**config.mk**
```make
export PLATFORM = sky130hd
export DESIGN_NAME = blocpu_program_runner_flat
export DESIGN_NICKNAME = d
export VERILOG_FILES = /design/src/rtl/blocpu_pkg.sv /design/src/rtl/blocpu_program_runner_if.sv /design/src/rtl/blocpu_cycle_counter.sv /design/src/rtl/blocpu_program_runner.sv /design/src/flat_wrapper.sv
export SDC_FILE = /design/constraint.sdc
export NUM_CORES = 1
export LEC_CHECK = 0
export ABC_AREA = 1
export CORE_UTILIZATION = 47
export DETAILED_ROUTE_END_ITERATION = 6
export HOLD_SLACK_MARGIN = 0.05
export PLACE_DENSITY = 0.82
export SETUP_SLACK_MARGIN = 0.5
export SKIP_LAST_GASP = 1
export SYNTH_ARGS = -nofsm -noshare
export SYNTH_HDL_FRONTEND = slang
export SYNTH_HIERARCHICAL = 1
export SYNTH_SLANG_ARGS = --single-unit
```
**constraint.sdc**
```tcl
create_clock -name clk -period 2.6 [get_ports clk]
set_clock_uncertainty 0.2 [all_clocks]
set_input_delay 0.52 -clock clk [delete_from_list [all_inputs] [get_ports clk]]
set_output_delay 0.52 -clock clk [all_outputs]
set_load 0.005 [all_outputs]
```
**src/rtl/blocpu_pkg.sv**
```systemverilog
// blocpu_pkg: definitions shared by the blocpu core and its program runner.
//   INSTR_W / ADDR_W / CYC_W : default instruction, address and cycle-counter widths
//   state_t                  : program-runner FSM state encoding
//   ld_open()                : states in which the runner accepts load words
package blocpu_pkg;

  localparam int INSTR_W = 12;
  localparam int ADDR_W  = 8;
  localparam int CYC_W   = 16;

  typedef enum logic [2:0] {
    ST_IDLE  = 3'd0,
    ST_LOAD  = 3'd1,
    ST_ARMED = 3'd2,
    ST_RUN   = 3'd3,
    ST_DONE  = 3'd4,
    ST_FAULT = 3'd5
  } state_t;

  // DONE and FAULT accept words too: a word there starts a fresh program.
  function automatic logic ld_open(input state_t s);
    return (s == ST_IDLE) || (s == ST_LOAD) || (s == ST_DONE) || (s == ST_FAULT);
  endfunction

endpackage

```
**src/rtl/blocpu_program_runner_if.sv**
```systemverilog
// blocpu_program_runner_if: program-load channel into the runner plus the
// instruction-memory write bus that the runner drives toward the core.
//   ld_valid/ld_ready/ld_data/ld_last : load channel (host -> runner)
//   imem_we/imem_addr/imem_wdata      : instruction-memory write (runner -> core)
// Handshake: a word transfers on every rising clk edge where ld_valid and
// ld_ready are both high; ld_data and ld_last must be stable while ld_valid is
// high, and the host must not make ld_valid depend on ld_ready.
interface blocpu_program_runner_if #(
  parameter int INSTR_W = blocpu_pkg::INSTR_W,
  parameter int ADDR_W  = blocpu_pkg::ADDR_W
);
  logic               ld_valid;
  logic               ld_ready;
  logic [INSTR_W-1:0] ld_data;
  logic               ld_last;
  logic               imem_we;
  logic [ADDR_W-1:0]  imem_addr;
  logic [INSTR_W-1:0] imem_wdata;

  modport master (
    output ld_valid, ld_data, ld_last,
    input  ld_ready, imem_we, imem_addr, imem_wdata
  );

  modport slave (
    input  ld_valid, ld_data, ld_last,
    output ld_ready, imem_we, imem_addr, imem_wdata
  );
endinterface

```
**src/rtl/blocpu_cycle_counter.sv**
```systemverilog
// blocpu_cycle_counter: run-cycle counter with saturation and limit compare.
//   clk, rst  : clock, synchronous active-high reset
//   clr       : zero the count (wins over en)
//   en        : count this cycle
//   limit     : cycle limit, 0 = unlimited
//   count     : registered count, saturates at all-ones
//   limit_hit : the cycle now counting is the limit-th one (count+1 == limit)
module blocpu_cycle_counter #(
  parameter int CYC_W = blocpu_pkg::CYC_W
) (
  input  logic             clk,
  input  logic             rst,
  input  logic             clr,
  input  logic             en,
  input  logic [CYC_W-1:0] limit,
  output logic [CYC_W-1:0] count,
  output logic             limit_hit
);

  logic [CYC_W-1:0] count_q, count_d;
  logic [CYC_W:0]   count_inc;

  // One bit wider so a saturated count never aliases onto a small limit.
  assign count_inc = {1'b0, count_q} + (CYC_W+1)'(1);

  always_comb begin
    count_d = count_q;
    if (clr) begin
      count_d = '0;
    end else if (en && (count_q != '1)) begin
      count_d = count_inc[CYC_W-1:0];
    end
  end

  always_ff @(posedge clk) begin
    if (rst) begin
      count_q <= '0;
    end else begin
      count_q <= count_d;
    end
  end

  assign count     = count_q;
  assign limit_hit = (limit != '0) && (count_inc == {1'b0, limit});

endmodule

```
**src/rtl/blocpu_program_runner.sv**
```systemverilog
// blocpu_program_runner: loads a program into the blocpu instruction memory,
// then runs the core until it halts, hits a cycle limit, or is aborted.
//   clk, rst      : clock, synchronous active-high reset
//   bus (slave)   : load channel in, instruction-memory write strobe out
//   start, abort  : run control
//   cycle_limit   : maximum run cycles, 0 = unlimited
//   core_run      : core enable
//   core_halted   : core has executed halt (level)
//   busy          : loading or running
//   done / timed_out / overflow : completion status
//   prog_len      : number of words loaded
//   cycles        : cycles spent running
//   dbg_state     : current FSM state
module blocpu_program_runner #(
  parameter int INSTR_W = blocpu_pkg::INSTR_W,
  parameter int ADDR_W  = blocpu_pkg::ADDR_W,
  parameter int CYC_W   = blocpu_pkg::CYC_W
) (
  input  logic                  clk,
  input  logic                  rst,
  blocpu_program_runner_if.slave bus,
  input  logic                  start,
  input  logic                  abort,
  input  logic [CYC_W-1:0]      cycle_limit,
  output logic                  core_run,
  input  logic                  core_halted,
  output logic                  busy,
  output logic                  done,
  output logic                  timed_out,
  output logic                  overflow,
  output logic [ADDR_W:0]       prog_len,
  output logic [CYC_W-1:0]      cycles,
  output blocpu_pkg::state_t    dbg_state
);
  import blocpu_pkg::*;

  localparam logic [ADDR_W-1:0] LAST_ADDR = '1;

  state_t          state_q, state_d;
  logic [ADDR_W:0] prog_len_q, prog_len_d;
  logic            ld_ready_q, ld_ready_d;
  logic            core_run_q, core_run_d;
  logic            busy_q, busy_d;
  logic            done_q, done_d;
  logic            timed_out_q, timed_out_d;
  logic            overflow_q, overflow_d;

  logic              fresh_load;
  logic              accept;
  logic [ADDR_W-1:0] wr_addr;
  logic              cnt_clr;
  logic              limit_hit;

  // A word taken in IDLE, DONE or FAULT starts a new program at address 0.
  assign fresh_load = (state_q == ST_IDLE) || (state_q == ST_DONE) || (state_q == ST_FAULT);
  // Abort beats a word offered in the same LOAD cycle; nothing is written in reset.
  assign accept  = bus.ld_valid && ld_ready_q && !rst && !(abort && (state_q == ST_LOAD));
  assign wr_addr = fresh_load ? '0 : prog_len_q[ADDR_W-1:0];

  assign bus.ld_ready   = ld_ready_q;
  assign bus.imem_we    = accept;
  assign bus.imem_addr  = accept ? wr_addr : '0;
  assign bus.imem_wdata = accept ? bus.ld_data : '0;

  blocpu_cycle_counter #(.CYC_W(CYC_W)) u_cycle_counter (
    .clk       (clk),
    .rst       (rst),
    .clr       (cnt_clr),
    .en        (core_run_q),
    .limit     (cycle_limit),
    .count     (cycles),
    .limit_hit (limit_hit)
  );

  always_comb begin
    state_d     = state_q;
    prog_len_d  = prog_len_q;
    done_d      = done_q;
    timed_out_d = timed_out_q;
    overflow_d  = overflow_q;
    cnt_clr     = 1'b0;

    unique case (state_q)
      ST_IDLE, ST_DONE, ST_FAULT: begin
        if (accept) begin
          prog_len_d  = (ADDR_W+1)'(1);
          done_d      = 1'b0;
          timed_out_d = 1'b0;
          overflow_d  = 1'b0;
          cnt_clr     = 1'b1;
          state_d     = bus.ld_last ? ST_ARMED : ST_LOAD;
        end else if (start && (state_q != ST_IDLE) && (prog_len_q != '0) && !overflow_q) begin
          // Re-run of the program already held in instruction memory.
          done_d      = 1'b0;
          timed_out_d = 1'b0;
          cnt_clr     = 1'b1;
          state_d     = ST_RUN;
        end
      end
      ST_LOAD: begin
        if (abort) begin
          state_d = ST_IDLE;
        end else if (accept) begin
          prog_len_d = prog_len_q + (ADDR_W+1)'(1);
          if (bus.ld_last) begin
            state_d = ST_ARMED;
          end else if (wr_addr == LAST_ADDR) begin
            // Memory is full and the program still has not ended.
            overflow_d = 1'b1;
            state_d    = ST_FAULT;
          end
        end
      end
      ST_ARMED: begin
        if (abort) begin
          state_d = ST_IDLE;
        end else if (start) begin
          state_d = ST_RUN;
        end
      end
      ST_RUN: begin
        if (abort) begin
          state_d = ST_IDLE;
        end else if (core_halted) begin
          done_d  = 1'b1;
          state_d = ST_DONE;
        end else if (limit_hit) begin
          timed_out_d = 1'b1;
          state_d     = ST_FAULT;
        end
      end
      default: begin
        state_d = ST_IDLE;
      end
    endcase

    // Outputs are registered from the next state so they line up with it.
    core_run_d = (state_d == ST_RUN);
    busy_d     = (state_d == ST_LOAD) || (state_d == ST_RUN);
    ld_ready_d = ld_open(state_d);
  end

  always_ff @(posedge clk) begin
    if (rst) begin
      state_q     <= ST_IDLE;
      prog_len_q  <= '0;
      ld_ready_q  <= 1'b0;
      core_run_q  <= 1'b0;
      busy_q      <= 1'b0;
      done_q      <= 1'b0;
      timed_out_q <= 1'b0;
      overflow_q  <= 1'b0;
    end else begin
      state_q     <= state_d;
      prog_len_q  <= prog_len_d;
      ld_ready_q  <= ld_ready_d;
      core_run_q  <= core_run_d;
      busy_q      <= busy_d;
      done_q      <= done_d;
      timed_out_q <= timed_out_d;
      overflow_q  <= overflow_d;
    end
  end

  assign core_run  = core_run_q;
  assign busy      = busy_q;
  assign done      = done_q;
  assign timed_out = timed_out_q;
  assign overflow  = overflow_q;
  assign prog_len  = prog_len_q;
  assign dbg_state = state_q;

endmodule

```
**src/flat_wrapper.sv**
```systemverilog
// flat-port wrapper written by rule: the top's interface ports become plain ports
module blocpu_program_runner_flat import blocpu_pkg::*;
#(
  parameter int INSTR_W = blocpu_pkg::INSTR_W,
  parameter int ADDR_W  = blocpu_pkg::ADDR_W,
  parameter int CYC_W   = blocpu_pkg::CYC_W
)
  (clk, rst, start, abort, cycle_limit, core_run, core_halted, busy, done, timed_out, overflow, prog_len, cycles, dbg_state, bus_ld_valid, bus_ld_data, bus_ld_last, bus_ld_ready, bus_imem_we, bus_imem_addr, bus_imem_wdata);
  blocpu_program_runner_if #(.INSTR_W(INSTR_W), .ADDR_W(ADDR_W)) bus_i ();
  input  logic clk;
  input  logic rst;
  input  logic start;
  input  logic abort;
  input  logic [CYC_W-1:0] cycle_limit;
  output logic core_run;
  input  logic core_halted;
  output logic busy;
  output logic done;
  output logic timed_out;
  output logic overflow;
  output logic [ADDR_W:0] prog_len;
  output logic [CYC_W-1:0] cycles;
  output blocpu_pkg::state_t dbg_state;
  input wire logic [$bits(bus_i.ld_valid)-1:0] bus_ld_valid;
  input wire logic [$bits(bus_i.ld_data)-1:0] bus_ld_data;
  input wire logic [$bits(bus_i.ld_last)-1:0] bus_ld_last;
  output wire logic [$bits(bus_i.ld_ready)-1:0] bus_ld_ready;
  output wire logic [$bits(bus_i.imem_we)-1:0] bus_imem_we;
  output wire logic [$bits(bus_i.imem_addr)-1:0] bus_imem_addr;
  output wire logic [$bits(bus_i.imem_wdata)-1:0] bus_imem_wdata;
  assign bus_i.ld_valid = bus_ld_valid;
  assign bus_i.ld_data = bus_ld_data;
  assign bus_i.ld_last = bus_ld_last;
  assign bus_ld_ready = bus_i.ld_ready;
  assign bus_imem_we = bus_i.imem_we;
  assign bus_imem_addr = bus_i.imem_addr;
  assign bus_imem_wdata = bus_i.imem_wdata;
  blocpu_program_runner #(.INSTR_W(INSTR_W), .ADDR_W(ADDR_W), .CYC_W(CYC_W)) u_core (.clk(clk), .rst(rst), .bus(bus_i), .start(start), .abort(abort), .cycle_limit(cycle_limit), .core_run(core_run), .core_halted(core_halted), .busy(busy), .done(done), .timed_out(timed_out), .overflow(overflow), .prog_len(prog_len), .cycles(cycles), .dbg_state(dbg_state));
endmodule
```
== Word level (Yosys, flattened, before mapping) ==
Cells that the tools add are included.
W data, S select, Z words.

* Bits in registers: 34
* Memories: 0
* Bits in latches: 0
* Output and inout bits: 55
* Bits in writable memories: 0
* Memory bits (read-only): 0

* Bitwise logic cells: 0
* Add/sub/neg operators: 2
* Mux-type cells: 38
* Equality and inequality tests: 22
* Reductions and logical operators: 31
* Divide/modulo/power cells: 0
* Shift operators: 0
* Magnitude comparators: 0
* Multipliers: 0

{| class="wikitable"
|+ Operator list
! operator !! count
|-
| $mux W3 || 11
|-
| $mux W9 || 3
|-
| $pmux W9 S2 || 1
|-
| $add A16 B1 Y17 const B || 1
|-
| $eq A17 B16 Y1 || 1
|-
| $mux W8 || 2
|-
| $ne A16 B16 Y1 const B || 1
|-
| $reduce_bool A16 Y1 || 1
|-
| $mux W1 || 15
|-
| $eq A3 B3 Y1 const B || 4
|-
| $mux W12 || 1
|-
| $ne A2 B2 Y1 const B || 6
|-
| $pmux W3 S4 || 1
|-
| $add A9 B1 Y9 const B || 1
|-
| $eq A3 B2 Y1 const B || 3
|-
| $logic_and A1 B1 Y1 || 9
|-
| $reduce_bool A9 Y1 || 1
|-
| $eq A8 B8 Y1 const B || 1
|-
| $reduce_and A4 Y1 || 2
|-
| $eq A3 B1 Y1 const B || 2
|-
| $logic_not A3 Y1 || 2
|-
| $logic_or A1 B1 Y1 || 6
|-
| $ne A2 B1 Y1 const B || 3
|-
| $pmux W1 S2 || 3
|-
| 9 further kinds || 12
|}

== Logic depth before layout (Yosys ltp) ==
Gate-level depths: netlist (run 1).

* Depth after elaboration: 14
* Mapped depth: 19
* Depth with buffers taken out: 19

== Cells and area by module ==
Netlist (run 1), hierarchy kept.

{| class="wikitable"
|+ By module, submodules not included
! module !! times used !! cells each !! area each (µm²)
|-
| blocpu_cycle_counter || 1 || 250 || 1,466.4
|-
| blocpu_program_runner || 1 || 196 || 1,217.4
|}

== Worst setup path after synthesis (run 1) ==
No wires, ideal clock.

* Kind: register -> register
* Start: reg u_core.u_cycle_counter.count_q[0], in the netlist u_core/u_cycle_counter/count[0]
* End: reg u_core.busy_q, in the netlist u_core/busy
* Buffers on the path: 0
* Data arrival time: 1.995 ns
* Stages on the path, launching flop included: 18
* Slack: 0.293 ns
* Period minus slack after synthesis: 2.307 ns
* Data required time: 2.288 ns
* Cells stage by stage: dfxtp_1 > ha_1 > nand2_2 > nor2_4 > nand2_2 > nor2_4 > or2_2 > nand2_1 > nand2_1 > nand2_1 > nand3_1 > nor2_1 > nor2_1 > o31ai_1 > o21bai_1 > nand2_1 > inv_2 > nor2_1

* Longest elaborated chain between the ends: 9

{| class="wikitable"
|+ RTL lines
! item !! line !! RTL
|-
| start, declared || blocpu_cycle_counter.sv:20 || <nowiki>logic [CYC_W-1:0] count_q, count_d;</nowiki>
|-
| start signal, assigned || blocpu_cycle_counter.sv:39 || <nowiki>count_q <= count_d;</nowiki>
|-
| $add A16 B1 Y17 * || blocpu_cycle_counter.sv:24 || <nowiki>assign count_inc = {1'b0, count_q} + (CYC_W+1)'(1);</nowiki>
|-
| $eq A17 B16 Y1 * || blocpu_cycle_counter.sv:44 || <nowiki>assign limit_hit = (limit != '0) && (count_inc == {1'b0, limit});</nowiki>
|-
| $logic_and A1 B1 Y1 * || blocpu_cycle_counter.sv:44 ||
|-
| named net u_core.limit_hit || blocpu_program_runner.sv:52 || <nowiki>logic limit_hit;</nowiki>
|-
| $mux W3 * || blocpu_program_runner.sv:127 || <nowiki>end else if (limit_hit) begin</nowiki>
|-
| $mux W3 * || blocpu_program_runner.sv:124 || <nowiki>end else if (core_halted) begin</nowiki>
|-
| $mux W3 * || blocpu_program_runner.sv:122 || <nowiki>if (abort) begin</nowiki>
|-
| $pmux W3 S4 * || blocpu_program_runner.sv:83 || <nowiki>unique case (state_q)</nowiki>
|-
| $eq A3 B1 Y1 / $eq A3 B2 Y1 (equally long branches) || blocpu_program_runner.sv:139 || <nowiki>busy_d = (state_d == ST_LOAD) || (state_d == ST_RUN);</nowiki>
|-
| $logic_or A1 B1 Y1 * || blocpu_program_runner.sv:139 ||
|-
| end signal, assigned || blocpu_program_runner.sv:158 || <nowiki>busy_q <= busy_d;</nowiki>
|-
| end, declared || blocpu_program_runner.sv:43 || <nowiki>logic busy_q, busy_d;</nowiki>
|}

Mark *: on every way through the listed nets, which the timed path passes. The rest lies on a longest branch.
A chain may end at the register's enable or synchronous reset.

== Worst setup path after layout (run 1) ==
* Start: reg u_core.u_cycle_counter.count_q[1], in the netlist u_core/u_cycle_counter/count[1]
* End: reg u_core.busy_q, in the netlist u_core/busy

Same word-level chain as after synthesis.

==> reports/metrics.cfg, run 1 <==
[run_status]
status=finished clean

[finish]
syn2layout_area_growth_pct=60.8
stdcell_area_sq_um=4320
num_antenna_cells=0
nNetsFinal=639
final_cell_mix=nand2_1, clkdlybuf4s50_1, inv_1, buf_4, nor2_1
final_common_cell=nand2_1
fillCellCount=408
drive_gt1_frac=0.312

[synthesis]
muxShareOfSynthArea=0
synth_top_family_by_area=simple AND/OR/NAND/NOR gates
synth-simple-area-share=0.460
ys_seq_elements=34
syn_inst=446
ys_warn_count=6
ys_seq_area_frac=0.254
syn_area_per_cell_sq_um=6.02
synth_xor_area_frac=0.00653
synth-compound-area-share=0.140
synth.distinct_cells=39
synth_area_sq_um=2680
synth_fp_nets=484
synth_fa_ha_area_frac=0.0140

[global_routing]
grt_overflow=0
track_usage=0.315
grt_pass1_wl_mm=15.1
grt_max_degree=24
grt_antenna_before_repair=0
first_global_vias=3435

[setup_path]
cp_common_cell=nand3_1
path_cells=ha_4 -> nand3_4 -> nor2_4 -> buf_4 -> nand2_1 -> nand3_1 -> nand3_1 -> nor2_1 -> nand3_1 -> nor2_2 -> nor2_2 -> o31ai_1 -> o21bai_1 -> nand2_1 -> inv_2 -> nor2_1
reg2regPathDepth=16
crit_path_end_kind=register
required_ps=2600
crit_slowest_cell=dfxtp_4
crit_path_start_kind=register
crit_fanout=4
path_depth=16
critPathMaxStageDelay_ps=380
critPathKind=reg -> reg
path_delay_family=simple AND/OR/NAND/NOR gates
worstPathArrival_ps=2490
cp_num_buf_inv=2

[clock_network]
cts_buffer_depth=2
clock_sinks=34
clk_pin_slew_ps=80
htreeDepth=2
tritoncts=yes
root_buffer=clkbuf_8
hold_buffers=0
clock_latency_ps=290
cts_made_buffers=5

[floorplanning]
io_pins=90
die_area_sq_um=6020
initial_utilization=0.487
coreArea_sq_um=5510
die_h_um=77.6
die_w_um=77.6
row_count=27

[route]
vias=3725
wire_per_inst_um=14.5
first_pass_iters=5
routed_via_density=5.53
route.detailed.drc=0
drtAntennaViolNets=0
drt_iter0_markers=282
routed_wl_mm=9.78

[timing]
slew_headroom=0.741
rsz0062_at_grt=yes
setup_viol=0
min_period_over_period=0.961
final_max_slew_viol_count=0
worst_pin_slew_ps=386
fin_crit_ps=2500
hold_ws_ps=271
fmax_mhz=400
hold_violations=0

[power_and_ir_drop]
power_density_nw_per_um2=283
finalPower_mw=1.22
peakVddDrop_uv=199
leakagePower_nw=1.97

[min_path]
holdPathStages=2
hp-class=reg -> reg

[placed_design]
portBuffers=89
place_area_sq_um=3860
place_hpwl_mm=6.29
gp_congestion=0.943

[job]
drv_cap=0

## path summary, 6_finish.rpt
| check | slack [ps] | start | end |
|---|---|---|---|
| max | 100 | u_core/u_cycle_counter/count[1] | u_core/busy |
| min | 270 | u_core/done | u_core/done |
| min reg2reg | 270 | u_core/done | u_core/done |
| max reg2reg | 100 | u_core/u_cycle_counter/count[1] | u_core/busy |
## cell families (layout without fill, tap and decap cells)
logic type | after synthesis | count (layout)
buffers and inverters | 82 | 238
AO/OA/AOI/OAI | 57 | 57
XOR/XNOR | 2 | 2
AND/OR/NAND/NOR | 268 | 268
adder cells (fa/ha/maj) | 3 | 3
flip-flops | 34 | 34
## per-layer routing
layer  GRT usage  wire (um)  share of wire
met5           0          0              0
met4       0.121        278          0.028
met3      0.0800        906          0.093
met2       0.573       4850           0.50
met1       0.348       3750           0.38
## flip-flops by register name, summed over array words and instances (netlist names)
name	flops
u_core/bus.ld_ready	1
u_core/busy	1
u_core/core_run	1
u_core/dbg_state	3
u_core/done	1
u_core/overflow	1
u_core/prog_len	9
u_core/timed_out	1
u_core/u_cycle_counter/count	16
## cells in the mapped netlist
library cell / n / area share
clkbuf_1: 2 / 0.0028
buf_4: 1 / 0.0028
nand3_1: 44 / 0.082
o2111ai_1: 1 / 0.0033
a31oi_1: 1 / 0.0023
a21oi_4: 1 / 0.0061
nor2_4: 5 / 0.021
nand2_2: 5 / 0.012
buf_6: 1 / 0.0042
a21o_1: 1 / 0.0028
nor3b_1: 1 / 0.0028
o21ai_0: 11 / 0.021
o21bai_1: 1 / 0.0028
a211oi_1: 2 / 0.0056
nand3_2: 1 / 0.0037
nand2_1: 114 / 0.16
inv_1: 64 / 0.090
xnor2_1: 2 / 0.0065
a211oi_2: 6 / 0.028
o211ai_1: 1 / 0.0028
nor3_1: 11 / 0.021
nor3_4: 1 / 0.0061
nor2_2: 4 / 0.0093
a21oi_2: 4 / 0.013
o21ai_1: 6 / 0.011
a21oi_1: 21 / 0.039
nor3b_2: 1 / 0.0047
nand4_1: 12 / 0.028
nor2_1: 63 / 0.088
o31ai_1: 1 / 0.0028
nor3_2: 2 / 0.0075
ha_1: 3 / 0.014
or2_2: 1 / 0.0023
clkinv_1: 2 / 0.0028
dfxtp_1: 34 / 0.25
buf_12: 1 / 0.0075
nand2_4: 3 / 0.013
inv_2: 9 / 0.013
buf_2: 2 / 0.0037
## worst reg2reg max path, stage by stage, from the launching register on
cell	delay (ps)
dfxtp_4	380
ha_4	170
nand3_4	100
nor2_4	160
buf_4	130
nand2_1	60
nand3_1	90
nand3_1	70
nor2_1	130
nand3_1	110
nor2_2	170
nor2_2	50
o31ai_1	220
o21bai_1	150
nand2_1	100
inv_2	50
nor2_1	30
## report_power, final
| part | switching, mW | leakage (nW) | internal [mW] |
|---|---|---|---|
| Sequential | 0.0117 | 0.284 | 0.525 |
| Clock | 0.206 | 0.0407 | 0.179 |
| Combinational | 0.143 | 1.65 | 0.157 |
## timing repair
item                                    CTS  global route
gates cloned                              2             0
setup buffers                            25            10
pin swaps                                21            15
gates resized for setup                 125            34
endpoints found under the setup margin   43            46
## through the flow
step | instances | setup TNS, ps | util | worst slack (ps)
global route | 674 | -45.9 | 0.784 | -26.6
CTS | 664 | 0 | 0.755 | 156
global placement | 629 | -3530 | 0.701 | -182
finish | 674 | 0 | 0.784 | 101
floorplan | 446 | 0 | - | 456
detailed placement | 629 | -4850 | 0.701 | -266
## layout make-up
cell class	count	area [sq um]	area share
Inverter	75	288	0.0667
Clock buffer	5	68.8	0.0159
Timing Repair Buffer	155	1300	0.301
Clock inverter	3	11.3	0.00261
Tap cell	72	90.1	0.0209
Multi-Input combinational cell	330	1840	0.427
Sequential cell	34	716	0.166
Note: power is estimated with default switching activity, not from simulation.
==> run 2: changes to the inputs <==
ABC_AREA = default   (was 1)
CORE_UTILIZATION = 46   (was 47)
CTS_BUF_LIST = sky130_fd_sc_hd__clkbuf_4   (was default)
==> reports/metrics.cfg, run 2 <==
[synthesis]
synth-compound-area-share=0.164  ; was 0.140
syn_inst=299  ; was 446
synth_fp_nets=337  ; was 484
ys_seq_area_frac=0.278  ; was 0.254
muxShareOfSynthArea=0.00818  ; was 0
synth_fa_ha_area_frac=0.0153  ; was 0.0140
synth_xor_area_frac=0.125  ; was 0.00653
synth.top_cell.area_share=0.278  ; was 0.254
synth_area_sq_um=2450  ; was 2680 sq um
ys_dominant_reg_cell=dfxtp_1  ; unchanged
synth_top_family_by_area=simple AND/OR/NAND/NOR gates  ; unchanged
synth-simple-area-share=0.356  ; was 0.460
synth_edf_count=0  ; unchanged
syn_area_per_cell_sq_um=8.18  ; was 6.02 sq um
synth_commonest_cells=dfxtp_1, nor2_1, xor2_1, and2_1, a21oi_1  ; was nand2_1, inv_1, nor2_1, nand3_1, dfxtp_1
synth_top_cell_by_area=dfxtp_1  ; unchanged
synthArstFlopShare=0  ; unchanged
ys_seq_elements=34  ; unchanged
ys_top_cells_by_area=dfxtp_1, xor2_1, nor2_1  ; was dfxtp_1, nand2_1, inv_1
ys_warn_count=6  ; unchanged
synth.distinct_cells=65  ; was 39
synth_most_common_cell=dfxtp_1  ; was nand2_1

[finish]
fillCellCount=268  ; was 408
final_cell_mix=clkdlybuf4s50_1, buf_6, buf_4, nor2_1, xor2_1  ; was nand2_1, clkdlybuf4s50_1, inv_1, buf_4, nor2_1
instances_no_fill=518  ; was 674
final_common_cell=clkdlybuf4s50_1  ; was nand2_1
nNetsFinal=485  ; was 639
multi_input_area_sq_um=1880  ; was 1840 sq um
syn2layout_area_growth_pct=76.7  ; was 60.8%
seq_area_sq_um=744  ; was 716 sq um
drive_gt1_frac=0.424  ; was 0.312
largest_reg_flops=16  ; unchanged
num_antenna_cells=0  ; unchanged

[route]
drtAntennaViolNets=0  ; unchanged
routed_wl_mm=11.1  ; was 9.78 mm
vias=3312  ; was 3725
route.detailed.drc=0  ; unchanged
first_pass_iters=6  ; was 5
drt_iter0_markers=454  ; was 282
routed_via_density=6.39  ; was 5.53
wire_per_inst_um=21.4  ; was 14.5 um

[setup_path]
critPathMaxStageDelay_ps=400  ; was 380 ps
worstPathArrival_ps=2710  ; was 2490 ps
path_cells=ha_4 -> xnor2_1 -> a211oi_1 -> o211ai_1 -> a2111oi_4 -> and4b_1 -> o21ai_1 -> nand2_1 -> o31a_1 -> nor2b_1  ; was ha_4 -> nand3_4 -> nor2_4 -> buf_4 -> nand2_1 -> nand3_1 -> nand3_1 -> nor2_1 -> nand3_1 -> nor2_2 -> nor2_2 -> o31ai_1 -> o21bai_1 -> nand2_1 -> inv_2 -> nor2_1
rrSetupSlack_ps=-30  ; was 100 ps
crit_path_start_kind=register  ; unchanged
crit_path_end_kind=register  ; unchanged
crit_start=u_core/u_cycle_counter/count[0]  ; was u_core/u_cycle_counter/count[1]
crit_fanout=6  ; was 4
crit_slowest_cell=dfxtp_4  ; unchanged
worst_r2r_endpoint=u_core/bus.ld_ready  ; was u_core/busy
regToRegStartpoint=u_core/u_cycle_counter/count[0]  ; was u_core/u_cycle_counter/count[1]
required_ps=2680  ; was 2600 ps
critPathKind=reg -> reg  ; unchanged
worstSetupEndpoint=u_core/bus.ld_ready  ; was u_core/busy
reg2regPathDepth=10  ; was 16

[floorplanning]
die_h_um=74.9  ; was 77.6 um
die_area_sq_um=5610  ; was 6020 sq um
coreArea_sq_um=5110  ; was 5510 sq um
io_pins=90  ; unchanged
die_w_um=74.9  ; was 77.6 um
initial_utilization=0.479  ; was 0.487
row_count=26  ; was 27

[clock_network]
hold_buffers=0  ; unchanged
tritoncts=yes  ; unchanged
cts_made_buffers=5  ; unchanged
cts_buffer_depth=2  ; unchanged
clock_sinks=34  ; unchanged
clock_latency_ps=350  ; was 290 ps
clk_pin_slew_ps=110  ; was 80 ps
htreeDepth=2  ; unchanged
root_buffer=clkbuf_4  ; was clkbuf_8

[timing]
hold_violations=0  ; unchanged
setup_viol=1  ; was 0
fmax_mhz=380  ; was 400 MHz
slew_headroom=0.567  ; was 0.741
min_period_over_period=1.01  ; was 0.961
fin_crit_ps=2630  ; was 2500 ps
rsz0062_at_grt=yes  ; unchanged
worst_pin_slew_ps=649  ; was 386 ps
layout_setup_ws_ps=-31.0  ; was 101 ps
final_max_slew_viol_count=0  ; unchanged

[global_routing]
grt_max_degree=17  ; was 24
grt_antenna_before_repair=0  ; unchanged
grt_pass1_wl_mm=13.9  ; was 15.1 mm
first_global_vias=2888  ; was 3435
track_usage=0.334  ; was 0.315
grt_overflow=0  ; unchanged

[run_status]
violations=negative setup slack
status=complete, but fails checks  ; was finished clean

[power_and_ir_drop]
peakVddDrop_uv=209  ; was 199 uV
power_density_nw_per_um2=281  ; was 283 nW/um^2
finalPower_mw=1.21  ; was 1.22 mW
leakagePower_nw=1.94  ; was 1.97 nW

[min_path]
hp-class=reg -> reg  ; unchanged

[placed_design]
gp_congestion=0.983  ; was 0.943
place_hpwl_mm=5.74  ; was 6.29 mm
portBuffers=89  ; unchanged
dp.cells=471  ; was 629

[job]
drv_cap=0  ; unchanged

## run 2: cell count changes after synthesis, sizes merged, moves of 6 or more
cell	delta
a21oi	-12
and2	+15
and3	+13
buf	+7
inv	-65
nand2	-113
nand3	-36
nor2	-41
nor2b	+6
nor4	+6
o211ai	+7
xnor2	+8
xor2	+25
## run 2: kinds of logic (layout without fill, tap and decap cells)
kind of cell	count (synthesis)	after routing
AND/OR/NAND/NOR	140	140
AO/OA/AOI/OAI	59	59
XOR/XNOR	35	35
flip-flops	34	34
buffers and inverters	26	175
adder cells (fa/ha/maj)	3	3
multiplexers	2	2
## run 2: report_power, final
part | leakage (nW) | switching [mW] | internal (mW)
sequential | 0.292 | 0.00796 | 0.519
clock | 0.0331 | 0.202 | 0.112
combinational | 1.61 | 0.173 | 0.199
total | 1.94 | 0.383 | 0.831
## run 2: worst max-delay path: cells and delay by family, from the launching register on
kind / cells / cell delay (ps)
XOR/XNOR: 1 / 160
AND/OR/NAND/NOR: 3 / 530
AO/OA/AOI/OAI: 5 / 1110
adder cells (fa/ha/maj): 1 / 190
flip-flops: 1 / 400
## run 2: timing repair
action	in CTS	in global routing
buffers inserted	27	9
resized for setup	165	54
endpoints found under the setup margin	57	64
gates cloned	3	0
pin swaps	15	11
## run 2: how the worst min path moves through the flow
stage / start / endpoint / slack (ps) / cells after the start
final: u_core/timed_out / u_core/timed_out / 340 / 2
after global routing: u_core/timed_out / u_core/timed_out / 360 / 2
after CTS: u_core/timed_out / u_core/timed_out / 310 / 2
after detailed placement: u_core/timed_out / u_core/timed_out / 290 / 2
after global placement: u_core/timed_out / u_core/timed_out / 280 / 2
after floorplan: u_core/timed_out / u_core/timed_out / 260 / 2
## run 2: layout make-up
cell class                      instances  share of cell area
Clock buffer                            6              0.0104
Clock inverter                          2             0.00203
Inverter                                8             0.00810
Multi-Input combinational cell        239               0.434
Sequential cell                        34               0.172
Tap cell                               70              0.0203
Timing Repair Buffer                  156               0.348
Timing Repair inverter                  3             0.00492
## run 2: per-stage QoR
| step | worst slack [ps] | hold WS [ps] | TNS (ps) | utilization | area [sq um] |
|---|---|---|---|---|---|
| 2_1_floorplan | 294 | 262 | 0 | - | 2580 |
| 6_report | -31.0 | 339 | -31.0 | 0.846 | 4320 |
| 5_1_grt | -116 | 365 | -273 | 0.846 | 4320 |
| 4_1_cts | 100 | 314 | 0 | 0.798 | 4070 |
| 3_3_place_gp | -434 | 280 | -12840 | 0.713 | 3640 |
| 3_5_place_dp | -477 | 294 | -15310 | 0.713 | 3640 |
## run 2: routing by layer
metal / routed length [um] / GRT usage
met1: 3850 / 0.370
met2: 5200 / 0.584
met3: 1280 / 0.0857
met4: 776 / 0.182
met5: 0 / 0
==> RTL change: new RTL, settings of run 1 <==
Set the package constant `CYC_W` to 32 (it was 16).
--- a/src/rtl/blocpu_pkg.sv
+++ b/src/rtl/blocpu_pkg.sv
@@ -6,7 +6,7 @@
 
   localparam int INSTR_W = 12;
   localparam int ADDR_W  = 8;
-  localparam int CYC_W   = 16;
+  localparam int CYC_W   = 32;
 
   typedef enum logic [2:0] {
     ST_IDLE  = 3'd0,
Interface: changed (resized cycle_limit and cycles); port bits go from 90 to 122. The function was not compared with the original's and may differ.
==> RTL change against run 1 <==
The flow now finishes with violations (setup timing). Synthesized area up 52%. Power up 47%. Combinational power is 44% higher. Setup slack lost 0.45 ns. Routed wire length rose by 79%. Largest cell class unchanged. Count of clock-buffer cells in the layout did not move. Sequential cell count is 16 higher. Final area is 60% higher. Highest routed layer unchanged. Critical endpoint is now u_core/core_run. Global-route usage increased by 5.2 points.
==> RTL change: results (changes against run 1) <==
- Run status: finished with violations
- Failing checks: setup timing
- CP max-delay cell: dfxtp_4
- Placement Setup Slack: -0.4481 ns (-0.1822 ns)
- Number of global-route vias before repair: 5667 (+65%)
- CTS buffer count: 5 (unchanged)
- Setup repair bufs after CTS: 12 (-52%)
- Xor/xnor share of the synthesized area: 5.258% (+4.6 points)
- Post-Route WL: 17.54 mm (+79%)
- Crit path to: u_core/core_run
- Mux cell area share after synthesis: 0% (unchanged)
- Met3 Usage GRT: 8.134% (+0.13 points)
- Final net count: 1001 (+57%)
- Static Leak: 3.357 nW (+70%)
- CP delay by family, top: simple AND/OR/NAND/NOR gates
- FFs w/ async S/R, synth: 0% (unchanged)
- Met2 Use GR: 63.55% (+6.2 points)
- Wire length on met2: 8.382 mm (+73%)
- Root buf cell: clkbuf_8
- Delay of the slowest critical-path stage: 0.40 ns (+0.02 ns)
- Yosys cell types: 40 (+2.6%)
- Post-synth top cells: nand2_1, nor2_1, inv_1, dfxtp_1, nand3_1
- Max reg flops: 32 (+16)
- Metal-1 WL: 6.268 mm (+67%)
- Total Neg Setup Slack: -1.586 ns (-1.586 ns)
- Syn_nets: 750 (+55%)
- RR Startpoint: u_core/u_cycle_counter/count[2]
- Final Wtd Congestion: 0.9620 (+2.0%)
- Hold/Removal Path Class: flop to flop
- Layout cells sized above 1: 27.22% (-4.0 points)
- Ranking of synthesized cells by area: dfxtp_1, nand2_1, nor2_1, inv_1, nand3_1
- Initial antenna violation count: 0 (unchanged)
- Post-detail-place hpwl: 11.55 mm (+84%)
- DRT iter0 DRCs: 616 (+120%)
- Slew headroom: 61.24% (-13 points)
- Crit path DAT: 2.96 ns (+0.47 ns)
- Final WS setup: -0.3440 ns (-0.4451 ns)
- Post-CTS sizing: 60 (-52%)
- Port-buffer cells: 121 (+36%)
- CTS Buffer Depth: 2 (unchanged)
- Pin count of the biggest net entering global routing: 34 (+42%)
- Metal3 WL: 1.787 mm (+97%)
- Total GRT Usage: 36.70% (+5.2 points)
- Reg clk slew, reported paths: 0.11 ns (+0.03 ns)
- DR pass1 iterations: 6 (+1)
- Placed inst area: 6232 µm² (+61%)
- R2R cell count: 22 (+6)
- Adder-cell share of the synthesized area: 0.9225% (-0.48 points)
- Maximum VDD drop: 299.8 µV (+51%)
- Hold Path Depth: 2 (unchanged)
- Routed vias: 5891 (+58%)
- Worst Hold Path EP: u_core/done
- Post-synthesis sequential area ratio: 24.60% (-0.76 points)
- Compound-Gate Fraction of Synth Area: 12.73% (-1.3 points)
- Global-route wire length before repair: 25.74 mm (+70%)
- Setup violators final: 6 (+6)
- Clk_lat worst skew: 0.32 ns (+0.03 ns)
- M1 GR Usage: 41.61% (+6.8 points)
RTL change: cell count changes after synthesis, sizes merged, moves of 7 or more:
cell	before	now
xor2	0	10
a21oi	26	41
nand2	122	220
nand3b	0	7
nor2	72	111
inv	73	102
o21ai	17	42
dfxtp	34	50
RTL change: metrics by stage:
stage                     util [%]  hold WS (ns)  instances
after detailed placement     75.09        0.2702       1021
after global routing         82.99        0.3126       1053
final                        82.99        0.2961       1053
after global placement       75.09        0.2546       1021
after floorplan                  -        0.2552        696
after CTS                    79.87        0.2872       1045
RTL change: cell type report:
class	instances	area (µm²)
clock inverters	3	40.04
clock buffers	5	68.82
flip-flops and latches	50	1039
multi-input cells	530	2836
fillers	501	1411
inverters	103	404.1
well taps	105	131.4
repair buffers	257	2369
RTL change: power by group:
group / internal [W] / switching, W
Clock: 0.000284 / 0.000297
Combinational: 0.000222 / 0.000209
Sequential: 0.000774 / 0.0000139
Total: 0.00128 / 0.000520
